==> src/rtl/multicycle_ctrl.sv <==
// Multi-cycle RV32I control sequencer: IDLE -> DECODE -> EXEC -> (MEM) -> WB,
// with a cache-handshake watchdog and a sticky TRAP state that only reset leaves.
module multicycle_ctrl #(
    parameter int Data_Width  = 32,
    parameter int MEM_TIMEOUT = 16
) (
    input  logic                  clk,
    input  logic                  rst_n,
    input  logic [Data_Width-1:0] instr,
    input  logic                  instr_valid,
    output logic                  instr_ready,
    input  logic                  eq,
    input  logic                  mem_ready,
    output logic                  regFileWen,
    output logic                  ALUSrc,
    output logic [3:0]            ALU_ctrl,
    output logic [2:0]            ImmSrc,
    output logic                  MemWrite,
    output logic [1:0]            dataType,
    output logic                  SrcSel,
    output logic                  JumpSel,
    output logic                  pc_en,
    output logic                  pc_branch,
    output logic                  trap,
    output logic [1:0]            trap_cause
);

    localparam logic [2:0] IDLE   = 3'd0;
    localparam logic [2:0] DECODE = 3'd1;
    localparam logic [2:0] EXEC   = 3'd2;
    localparam logic [2:0] MEM    = 3'd3;
    localparam logic [2:0] WB     = 3'd4;
    localparam logic [2:0] TRAP   = 3'd5;

    localparam logic [6:0] OP_R     = 7'b0110011;
    localparam logic [6:0] OP_I     = 7'b0010011;
    localparam logic [6:0] OP_LOAD  = 7'b0000011;
    localparam logic [6:0] OP_STORE = 7'b0100011;
    localparam logic [6:0] OP_BR    = 7'b1100011;
    localparam logic [6:0] OP_JAL   = 7'b1101111;
    localparam logic [6:0] OP_JALR  = 7'b1100111;
    localparam logic [6:0] OP_LUI   = 7'b0110111;

    localparam logic [3:0] ALU_ADD = 4'b0000;
    localparam logic [3:0] ALU_SUB = 4'b0001;
    localparam logic [3:0] ALU_AND = 4'b0010;
    localparam logic [3:0] ALU_OR  = 4'b0011;
    localparam logic [3:0] ALU_XOR = 4'b0100;
    localparam logic [3:0] ALU_SLL = 4'b0101;
    localparam logic [3:0] ALU_SRL = 4'b0110;
    localparam logic [3:0] ALU_SRA = 4'b0111;
    localparam logic [3:0] ALU_SLT = 4'b1000;

    localparam int         CW       = $clog2(MEM_TIMEOUT);
    localparam logic [CW-1:0] CNT_LAST = CW'(MEM_TIMEOUT - 1);

    logic [2:0]            state;
    logic [Data_Width-1:0] ir;
    logic [CW-1:0]         cnt;
    logic [1:0]            cause;

    logic [6:0] opcode;
    logic [2:0] f3;
    logic       f7b5;
    logic       is_r, is_i, is_load, is_store, is_br, is_jal, is_jalr, is_lui;
    logic       legal;
    logic [3:0] alu_op;
    logic       unused_ir_bits;

    assign opcode   = ir[6:0];
    assign f3       = ir[14:12];
    assign f7b5     = ir[30];
    // Register/immediate fields are consumed by the datapath, not the sequencer.
    assign unused_ir_bits = ^{ir[Data_Width-1:31], ir[29:15], ir[11:7]};

    assign is_r     = (opcode == OP_R);
    assign is_i     = (opcode == OP_I);
    assign is_load  = (opcode == OP_LOAD);
    assign is_store = (opcode == OP_STORE);
    assign is_br    = (opcode == OP_BR);
    assign is_jal   = (opcode == OP_JAL);
    assign is_jalr  = (opcode == OP_JALR);
    assign is_lui   = (opcode == OP_LUI);

    // NOTE: every signal written in always_comb gets a default first, so no latch is inferred.
    always_comb begin
        legal = 1'b0;
        case (opcode)
            OP_R, OP_I:        legal = (f3 != 3'b011);
            OP_LOAD, OP_STORE: legal = (f3 <= 3'b010);
            OP_BR:             legal = (f3[2:1] == 2'b00);
            OP_JAL, OP_LUI:    legal = 1'b1;
            OP_JALR:           legal = (f3 == 3'b000);
            default:           legal = 1'b0;
        endcase
    end

    always_comb begin
        alu_op = ALU_ADD;
        case (f3)
            3'b000:  alu_op = (is_r && f7b5) ? ALU_SUB : ALU_ADD;
            3'b001:  alu_op = ALU_SLL;
            3'b010:  alu_op = ALU_SLT;
            3'b100:  alu_op = ALU_XOR;
            3'b101:  alu_op = f7b5 ? ALU_SRA : ALU_SRL;
            3'b110:  alu_op = ALU_OR;
            3'b111:  alu_op = ALU_AND;
            default: alu_op = ALU_ADD;
        endcase
    end

    // NOTE: sequential state uses non-blocking assignments only; the instruction
    // register is reset explicitly because the decode below reads it in every state.
    always_ff @(posedge clk) begin
        if (!rst_n) begin
            state <= IDLE;
            ir    <= '0;
            cnt   <= '0;
            cause <= 2'b00;
        end else begin
            case (state)
                IDLE: if (instr_valid) begin
                    ir    <= instr;
                    state <= DECODE;
                end
                DECODE: if (!legal) begin
                    state <= TRAP;
                    cause <= 2'b01;
                end else begin
                    state <= EXEC;
                end
                EXEC: begin
                    cnt <= '0;
                    if (is_load || is_store) state <= MEM;
                    else if (is_br)          state <= IDLE;
                    else                     state <= WB;
                end
                MEM: if (mem_ready) begin
                    state <= is_store ? IDLE : WB;
                end else if (cnt == CNT_LAST) begin
                    state <= TRAP;
                    cause <= 2'b10;
                end else begin
                    cnt <= cnt + CW'(1);
                end
                WB:      state <= IDLE;
                TRAP:    state <= TRAP;
                default: state <= IDLE;
            endcase
        end
    end

    // Outputs are forced low while rst_n is held, whatever state is still registered.
    always_comb begin
        instr_ready = 1'b0;
        regFileWen  = 1'b0;
        ALUSrc      = 1'b0;
        ALU_ctrl    = ALU_ADD;
        ImmSrc      = 3'b000;
        MemWrite    = 1'b0;
        dataType    = 2'b00;
        SrcSel      = 1'b0;
        JumpSel     = 1'b0;
        pc_en       = 1'b0;
        pc_branch   = 1'b0;
        trap        = 1'b0;
        trap_cause  = 2'b00;
        if (rst_n) begin
            case (state)
                IDLE: instr_ready = 1'b1;
                EXEC: begin
                    ALUSrc = !(is_r || is_br);
                    if (is_r || is_i) ALU_ctrl = alu_op;
                    else if (is_br)   ALU_ctrl = ALU_SUB;
                    if (is_store)     ImmSrc = 3'b001;
                    else if (is_br)   ImmSrc = 3'b010;
                    else if (is_lui)  ImmSrc = 3'b011;
                    else if (is_jal)  ImmSrc = 3'b100;
                    pc_en     = is_br;
                    pc_branch = is_br && (f3[0] ? !eq : eq);
                end
                MEM: begin
                    MemWrite = is_store;
                    SrcSel   = is_load;
                    case (f3)
                        3'b000:  dataType = 2'b01;
                        3'b001:  dataType = 2'b10;
                        default: dataType = 2'b00;
                    endcase
                    pc_en = is_store && mem_ready;
                end
                WB: begin
                    regFileWen = 1'b1;
                    pc_en      = 1'b1;
                    SrcSel     = is_load;
                    JumpSel    = is_jal || is_jalr;
                    pc_branch  = is_jal || is_jalr;
                end
                TRAP: begin
                    trap       = 1'b1;
                    trap_cause = cause;
                end
                default: ;
            endcase
        end
    end

endmodule
==> config.mk <==
export PLATFORM = sky130hd
export DESIGN_NAME = multicycle_ctrl
export DESIGN_NICKNAME = d
export VERILOG_FILES = /design/src/rtl/multicycle_ctrl.sv
export SDC_FILE = /design/constraint.sdc
export NUM_CORES = 1
export LEC_CHECK = 0
export ABC_AREA = 1
export CORE_MARGIN = 10
export CORE_UTILIZATION = 47
export CTS_BUF_LIST = sky130_fd_sc_hd__clkbuf_4 sky130_fd_sc_hd__clkbuf_8
export DETAILED_ROUTE_END_ITERATION = 7
export PLACE_DENSITY = 0.88
export SLEW_MARGIN = 20
export SYNTH_ARGS = -nofsm -noshare
export SYNTH_HDL_FRONTEND = slang
export SYNTH_SLANG_ARGS = --single-unit
export TNS_END_PERCENT = 10
==> constraint.sdc <==
create_clock -name clk -period 2.6 [get_ports clk]
set_input_delay 0.39 -clock clk [delete_from_list [all_inputs] [get_ports clk]]
set_output_delay 0.39 -clock clk [all_outputs]
set_load 0.05 [all_outputs]
==> flow_summary.ini <==
[status]
status = complete, no violations

[final_layout]
antenna_cells = 0
fillers = 208
drive_gt1_share_pct = 19.92
fin_util_pct = 72.07
final_common_cell = nand2_1
mostFrequentLayoutCells = nand2_1, inv_1, nor2_1, a21oi_1
area_growth_pct = 48.67
nNetsFinal = 280
stdcell_count = 272

[routing]
drt_first_pass_iters = 4
drc = 0
drtAntennaViolNets = 0
drtIter0Drc = 125
wl_per_cell_um = 12.94
viasPerCell = 5.375
postRouteWirelength_mm = 3.519
vias = 1462

[power_and_ir_drop]
ir_drop_v = 0.0003697
power_density_mw_per_mm2 = 414.4
leakagePower_nw = 0.7854
power_uw = 809.4

[timing]
slew_headroom_pct = 66.25
drv_slew = 0
min_period_over_period_pct = 93.26
worst_pin_slew_ns = 0.5016
whs_ns = 0.4770
fmax_mhz = 412.4
hold_violations = 0
rsz0062_at_grt = no
finalCriticalPeriod_ns = 2.425
finalClockSkew_ns = 0.01249
setup_viol = 0

[grt]
grt_pass1_vias = 1331
grt_start_max_net_pins = 20
grt_pass1_wl_mm = 5.947
grt-ovfl-total = 0
antenna_found_initial = 0
grt_usage_pct = 13.51

[floorplan]
rows = 19
die-area_mm2 = 0.005310
die-height_um = 72.87
core-area_mm2 = 0.002710
io_pins = 57
start_util_pct = 48.48
die_w_um = 72.87

[cts]
cts_buffer_depth = 2
root_buffer = clkbuf_4
clk_pin_slew_ns = 0.13
numCtsBuffers = 3
clock_latency_ns = 0.32
htreeDepth = 1
cts_sinks = 20
cts_hold_buf = 0
cts_setup_buffers = 0
cts.repair.resized = 0
tritoncts = built

[worst_setup_path]
cp-start-kind = flip-flop
end_kind = output pin
critPathMaxFanout = 5
crit_start = state[2]
r2r-start = cnt[0]
worst_ep_required_time_ns = 2.21
r2r_cells = 7
worstPathArrival_ns = 2.03
worst-setup-path-type = flip-flop to output pin

[logic_synthesis]
yosys_warnings = 0
synth.distinct_cells = 31
syn_area_mm2 = 0.001314
synth_area_leaders = dfxtp_1, nand2_1, a21oi_1
synth_top_cell_area_share_pct = 30.48
synthCells = 204
synth-seq-area-share_pct = 30.48
ys_ff_latch = 20
syn_area_per_cell_um2 = 6.440
synth_nets = 242
synth_top_area_cell = dfxtp_1

[min_path]
holdPathStages = 2
min_from = ir[2]
hold_path_class = flip-flop to flip-flop

[placed_design]
port_buffers = 35
globalplace.congestion = 0.8866
hpwl_mm = 2.832
dpl.cell_count = 268

[flow_run]
maxCapViolCount = 0
-- path summary, 6_finish.rpt --
path / slack [ns] / to
worst max-delay path: 0.18 / ImmSrc[2]
worst min-delay path: 0.48 / ir[2]
worst min register to register: 0.48 / ir[2]
worst max register to register: 1.03 / cnt[3]
-- worst max-delay path, stage by stage, from the launching register on --
cell     delay (ns)
dfxtp_1        0.40
inv_1          0.13
nand2_1        0.07
nor2_2         0.15
inv_1          0.12
nor2_4         0.14
nand2_1        0.10
nor4_1         0.39
buf_12         0.20
-- report_power, final --
group	internal (mW)	switching [mW]	leakage (nW)
clock network	0.156	0.105	0.0279
logic	0.0758	0.112	0.593
registers	0.332	0.0282	0.164
-- final cells by class --
class | count | area [um^2] | share of cell area [%]
Clock buffer | 3 | 22.52 | 1.153
Clock inverter | 1 | 30.03 | 1.537
Sequential cell | 20 | 400.4 | 20.50
Tap cell | 31 | 38.79 | 1.986
Inverter | 31 | 116.4 | 5.958
Multi-Input combinational cell | 149 | 779.5 | 39.91
Timing Repair Buffer | 37 | 565.5 | 28.96
-- kinds of logic (layout without fill, tap and decap cells) --
| kind of cell | after synthesis | in the layout | share of synthesized area (%) |
|---|---|---|---|
| fa+ha+maj | 1 | 1 | 0.9522 |
| simple gates | 107 | 107 | 40.57 |
| compound gates | 40 | 40 | 16.67 |
| flops | 20 | 20 | 30.48 |
| xor+xnor | 1 | 1 | 0.6668 |
| buf+inv | 35 | 72 | 10.67 |
-- state kept, by name, indices dropped and copies added (netlist names) --
register,flops
ir,11
cnt,4
state,3
cause,2
-- layer usage --
layer	global-route usage, %	part of all wire (%)	wire (um)
met3	3.946	7.6	268
met5	0	0	0
met1	16.10	43	1525
met4	5.274	1.9	68
met2	22.16	47	1656
-- cells in the mapped netlist --
cell,count
nand2_2,6
nand2_1,38
o21ai_0,11
clkbuf_1,2
nand4_2,1
and3_1,1
inv_1,26
nor3b_1,2
a2bb2oi_1,1
nand4_1,2
o21ai_2,1
nor2_2,2
nor2_1,22
inv_2,5
buf_2,1
nor2_4,3
dfxtp_1,20
ha_1,1
nor3_4,1
nand3_2,2
o221ai_1,1
a211oi_1,2
xor2_1,1
a21oi_1,22
o21ai_1,1
nand3b_1,1
o21a_1,1
nand3_1,19
nor4_1,3
nor3_1,4
buf_6,1
-- per-stage QoR --
step	area, um^2	TNS (ns)	setup WS [ns]
2_1_floorplan	1320	-0.3324	-0.1698
3_3_place_gp	1901	0	0.3382
3_5_place_dp	1901	0	0.3472
4_1_cts	1953	0	0.1670
5_1_grt	1953	0	0.001747
6_report	1953	0	0.1753
Power figures use the tool's default switching activity.
